==> src/rtl/branch_redirect_ctrl.sv <==
// Front-end recovery controller: compares the EX-stage branch/jump outcome with the
// fetch prediction, issues a held PC redirect, flushes IF/ID, and keeps branch statistics.
module branch_redirect_ctrl #(
  parameter int XLEN         = 32,
  parameter int FLUSH_CYCLES = 2,
  parameter int CNT_W        = 32
) (
  input  logic             clk_i,
  input  logic             rst_ni,
  input  logic             ex_valid_i,
  input  logic             ex_is_branch_i,
  input  logic             ex_is_jump_i,
  input  logic             ex_taken_i,
  input  logic             ex_pred_taken_i,
  input  logic [XLEN-1:0]  ex_pc_i,
  input  logic [XLEN-1:0]  ex_target_i,
  input  logic             redirect_ready_i,
  input  logic             clr_stats_i,
  output logic             redirect_valid_o,
  output logic [XLEN-1:0]  redirect_pc_o,
  output logic             flush_o,
  output logic             busy_o,
  output logic [CNT_W-1:0] br_count_o,
  output logic [CNT_W-1:0] mispred_count_o
);

  // Redirect handshake: redirect_valid_o stays high and redirect_pc_o stays stable until
  // a cycle where redirect_ready_i is also high; that cycle is the single transfer.
  localparam int CW = (FLUSH_CYCLES < 2) ? 1 : $clog2(FLUSH_CYCLES + 1);

  typedef enum logic [1:0] {
    IDLE     = 2'd0,
    REDIRECT = 2'd1,
    FLUSH    = 2'd2
  } state_e;

  state_e          state_q, state_d;
  logic [CW-1:0]   flush_cnt_q, flush_cnt_d;
  logic [XLEN-1:0] pc_q, pc_d;
  logic [CNT_W-1:0] br_cnt_q, mis_cnt_q;

  logic            ev, act, mis;
  logic [XLEN-1:0] correct_pc;

  assign ev         = ex_valid_i & (ex_is_branch_i | ex_is_jump_i);
  assign act        = ex_is_jump_i ? 1'b1 : ex_taken_i;
  assign mis        = ev & (act != ex_pred_taken_i);
  assign correct_pc = act ? ex_target_i : ex_pc_i + XLEN'(4);

  always_ff @(posedge clk_i or negedge rst_ni) begin
    if (!rst_ni) begin
      state_q     <= IDLE;
      flush_cnt_q <= '0;
      pc_q        <= '0;
    end else begin
      state_q     <= state_d;
      flush_cnt_q <= flush_cnt_d;
      pc_q        <= pc_d;
    end
  end

  always_comb begin
    state_d     = state_q;
    flush_cnt_d = flush_cnt_q;
    pc_d        = pc_q;
    case (state_q)
      IDLE: begin
        if (mis) begin
          pc_d    = correct_pc;
          state_d = REDIRECT;
        end
      end
      REDIRECT: begin
        if (redirect_ready_i) begin
          if (FLUSH_CYCLES == 0) begin
            state_d = IDLE;
          end else begin
            state_d     = FLUSH;
            flush_cnt_d = CW'(FLUSH_CYCLES);
          end
        end
      end
      FLUSH: begin
        flush_cnt_d = flush_cnt_q - 1'b1;
        if (flush_cnt_q <= CW'(1)) state_d = IDLE;
      end
      default: state_d = IDLE;
    endcase
  end

  // Events are only meaningful in IDLE; anything seen during recovery is wrong-path.
  always_ff @(posedge clk_i or negedge rst_ni) begin
    if (!rst_ni) begin
      br_cnt_q  <= '0;
      mis_cnt_q <= '0;
    end else if (clr_stats_i) begin
      br_cnt_q  <= '0;
      mis_cnt_q <= '0;
    end else if (state_q == IDLE) begin
      if (ev && br_cnt_q != {CNT_W{1'b1}})  br_cnt_q  <= br_cnt_q + 1'b1;
      if (mis && mis_cnt_q != {CNT_W{1'b1}}) mis_cnt_q <= mis_cnt_q + 1'b1;
    end
  end

  assign redirect_valid_o = (state_q == REDIRECT);
  assign flush_o          = (state_q != IDLE);
  assign busy_o           = (state_q != IDLE);
  assign redirect_pc_o    = pc_q;
  assign br_count_o       = br_cnt_q;
  assign mispred_count_o  = mis_cnt_q;

endmodule
==> config.mk <==
export PLATFORM = sky130hd
export DESIGN_NAME = branch_redirect_ctrl
export DESIGN_NICKNAME = d
export VERILOG_FILES = /design/src/rtl/branch_redirect_ctrl.sv
export SDC_FILE = /design/constraint.sdc
export NUM_CORES = 1
export LEC_CHECK = 0
export BUFFER_PORTS_ARGS = -buffer_cell sky130_fd_sc_hd__buf_2
export CAP_MARGIN = 25
export CELL_PAD_IN_SITES_DETAIL_PLACEMENT = 0
export CELL_PAD_IN_SITES_GLOBAL_PLACEMENT = 1
export CORE_UTILIZATION = 42
export DETAILED_ROUTE_END_ITERATION = 8
export MAX_ROUTING_LAYER = met4
export PLACE_DENSITY_LB_ADDON = 0.25
export SLEW_MARGIN = 40
export SYNTH_ARGS = -nofsm -noshare
export SYNTH_HDL_FRONTEND = slang
export SYNTH_SLANG_ARGS = --single-unit
==> constraint.sdc <==
create_clock -name clk_i -period 4.8 [get_ports clk_i]
set_input_delay 0.96 -clock clk_i [delete_from_list [all_inputs] [get_ports clk_i]]
set_output_delay 0.96 -clock clk_i [all_outputs]
set_load 0.01 [all_outputs]
==> run_results.csv <==
group,metric,value,unit
outcome,status,"completed",
flow_run,maxCapViolCount,0,
synthesis,ys_seq_area_share,41.5,%
sta,setup_violations,0,
placed_design,io_buffers,171,
critical_path,r2r_slack,2.13,ns
synthesis,synth_cells,687,
sta,period_share,56.6,%
synthesis,syn_avg_cell_area,8.78,sq um
critical_path,critPathBufInv,1,
cts,cts_hold_buffers,0,
synthesis,synth_area_leaders,"dfrtp_1, a21oi_1, nor2_1",
synthesis,async_reset_ff_share,100,%
cts,cts_buffer_depth,2,
cts,clk-insertion-delay-late,0.34,ns
synthesis,ys_types,65,
critical_path,cpPeakStageDelay,0.72,ns
critical_path,r2r-end,"mispred_count_o[11]",
floorplanning,dieArea,14800,sq um
sta,tightest_slew,0.769,ns
critical_path,slowest_stage,"or4_1",
synthesis,yosys_warnings,0,
critical_path,arrival,2.95,ns
cells_and_area,syn2layout_area_growth,21.1,%
synthesis,synth_top_area_share,41.5,%
synthesis,synth_seq_cells,100,
critical_path,cpLargestDelayFamily,"simple AND/OR/NAND/NOR gates",
placed_design,dp_hpwl,12200,microns
power,ir_drop,210,uV
global_routing,grt_overflow,0,
global_routing,grt_pass1_vias,5544,
cts,cts_setup_buffers,0,
drt,first_iter_violations,358,
cells_and_area,final_cell_mix,"buf_2, dfrtp_1, nor2_1",
global_routing,grt_max_degree,80,
power,power,2.43,mW
hold_path,hold_path_depth,2,
cts,htree_levels,3,
synthesis,synth-edff-count,0,
critical_path,crit_start,"ex_valid_i",
critical_path,cp-start-kind,"input pin",
drt,ant_nets,0,
floorplanning,io_pins,172,
cts,cts_tree,"yes",
critical_path,endpoint_kind,"register",
drt,firstDrtPassIters,5,
global_routing,grt_pass1_wl,26900,microns
drt,route.detailed.drc,0,
synthesis,synth_nets,764,
sta,fmax,0.368,GHz
global_routing,grt_usage,23.6,%
critical_path,path_class,"in -> reg",
floorplanning,start_util,43.3,%
cts,cts_num_sinks,100,
cells_and_area,num-fill-cells,1348,
critical_path,reg2reg_depth,6,
critical_path,worstPathCellList,"buf_2 -> nor3b_4 -> nand2_1 -> or4_1 -> nor3_1 -> mux2_2",
cells_and_area,diodes,0,
floorplanning,core-area,13900,sq um
cts,cts_made_buffers,9,
synthesis,synth_flop_cell,"dfrtp_1",
floorplanning,fp.dieW,122,microns
hold_path,hold_end,"redirect_pc_o[27]",
floorplanning,dieHeight,122,microns
drt,wire_per_inst,16.5,microns
power,leakage,3.18,nW
sta,hold_viol,0,
sta,rsz0062_at_grt,"no",
synthesis,synth_top_area_cell,"dfrtp_1",
cells_and_area,layout.nets,913,
hold_path,worst_hold_path_type,"reg -> reg",
hold_path,hp-start,"redirect_pc_o[27]",
drt,wl,16900,microns
drt,vias,5929,
cells_and_area,final_common_cell,"buf_2",
sta,maxSlewHeadroom,48.4,%
cells_and_area,drive_above_1_share,27.6,%
drt,via_per_inst,5.81,
cts,path_clk_slew,0.07,ns
synthesis,synth_area,6030,sq um
sta,slew_violations,0,
critical_path,worstPathMaxFanout,14,
cts,ctsResizeCount,0,
critical_path,r2r_start,"mispred_count_o[0]",
placed_design,globalplace.congestion,0.841,
sta,clock_skew,0.00376,ns
floorplanning,placementRows,43,
critical_path,required,5.03,ns
global_routing,grt_antenna_before_repair,0,
sta,setup_tns,0,ns
power,powerDensity,333,nW/um^2
cts,clockRootBuffer,"clkbuf_16",
sta,min_period,2.72,ns
## per-layer routing
metal | share of wire [%] | vias to the layer above | global-route usage, %
li1 | - | 2841 | -
met1 | 43 | 2874 | 29.0
met2 | 49 | 200 | 39.0
met3 | 6.3 | 14 | 4.59
met4 | 1.4 | 0 | 7.25
met5 | 0 | - | -
## per-stage QoR
step / hold WS, ns / worst slack, ns / utilization (%) / std cells / area (sq um)
2_1_floorplan: 0.491 / 2.24 / - / 687 / 6030
3_3_place_gp: 0.459 / 1.76 / 50.2 / 1004 / 7000
3_5_place_dp: 0.478 / 1.74 / 50.2 / 1004 / 7000
4_1_cts: 0.494 / 2.11 / 52.3 / 1019 / 7290
5_1_grt: 0.522 / 1.91 / 52.4 / 1020 / 7310
6_report: 0.489 / 2.08 / 52.4 / 1020 / 7310
## synth_stat cells (4+ instances only)
cell type / number
ha_1: 4
and3_1: 15
xnor2_1: 18
a31oi_1: 5
or2_2: 5
nand4_2: 4
and2_1: 4
nor2_1: 68
clkbuf_1: 30
nand4_1: 28
a21oi_1: 57
o22ai_1: 9
mux2i_1: 5
nor4_1: 12
and4_1: 12
or3_1: 15
nor2b_1: 14
xor2_1: 18
o31ai_1: 23
or4_1: 21
nand3_1: 31
mux2_2: 13
o21ai_0: 40
nand2_1: 54
nor3_1: 13
buf_2: 4
inv_1: 13
dfrtp_1: 100
## kinds of logic (layout without fill, tap and decap cells)
logic type | after synthesis | after routing | synth area share [%]
muxes | 18 | 18 | 3.26
AOI/OAI and AO/OA | 160 | 160 | 16.3
adders and majority gates | 4 | 4 | 0.830
and+or+nand+nor | 316 | 316 | 29.2
xor gates and xnor gates | 36 | 36 | 5.23
DFF | 100 | 100 | 41.5
buffers and inverters | 53 | 206 | 3.63
## flip-flops by register name (all words and copies together), names as in the netlist
| name | cells |
|---|---|
| br_count_o | 32 |
| flush_cnt_q | 2 |
| state_q | 2 |
| redirect_pc_o | 32 |
| mispred_count_o | 32 |
## report_power, final
group / switching (mW) / leakage [nW] / total, mW / internal [mW]
registers: 0.106 / 1.32 / 1.10 / 0.993
clock network: 0.318 / 0.144 / 0.731 / 0.413
logic: 0.344 / 1.72 / 0.599 / 0.254
## worst max path at each step
| stage | endpoint | slack, ns | cells after the start |
|---|---|---|---|
| 5_1_grt | mispred_count_o[11] | 1.91 | 6 |
| 4_1_cts | br_count_o[27] | 2.11 | 6 |
| 3_3_place_gp | redirect_pc_o[29] | 1.76 | 6 |
| 6_report | br_count_o[27] | 2.08 | 6 |
| 2_1_floorplan | br_count_o[26] | 2.24 | 6 |
| 3_5_place_dp | br_count_o[27] | 1.74 | 6 |
## cell type report
| cell class | instances | area [sq um] | area share (%) |
|---|---|---|---|
| Inverter | 13 | 48.8 | 0.668 |
| Sequential cell | 100 | 2500 | 34.3 |
| Clock buffer | 10 | 239 | 3.27 |
| Clock inverter | 5 | 52.6 | 0.719 |
| Multi-Input combinational cell | 534 | 3320 | 45.5 |
| Tap cell | 180 | 225 | 3.08 |
| Timing Repair Buffer | 178 | 917 | 12.6 |
## worst register-to-register path, stage by stage (launching register included)
cell and delay, ns:
dfrtp_1 0.44, ha_1 0.27, and4_2 0.30, nand4_1 0.40, o31ai_4 0.73, nor3_1 0.12, mux2_2 0.29
(Power assumes the default switching activity.)
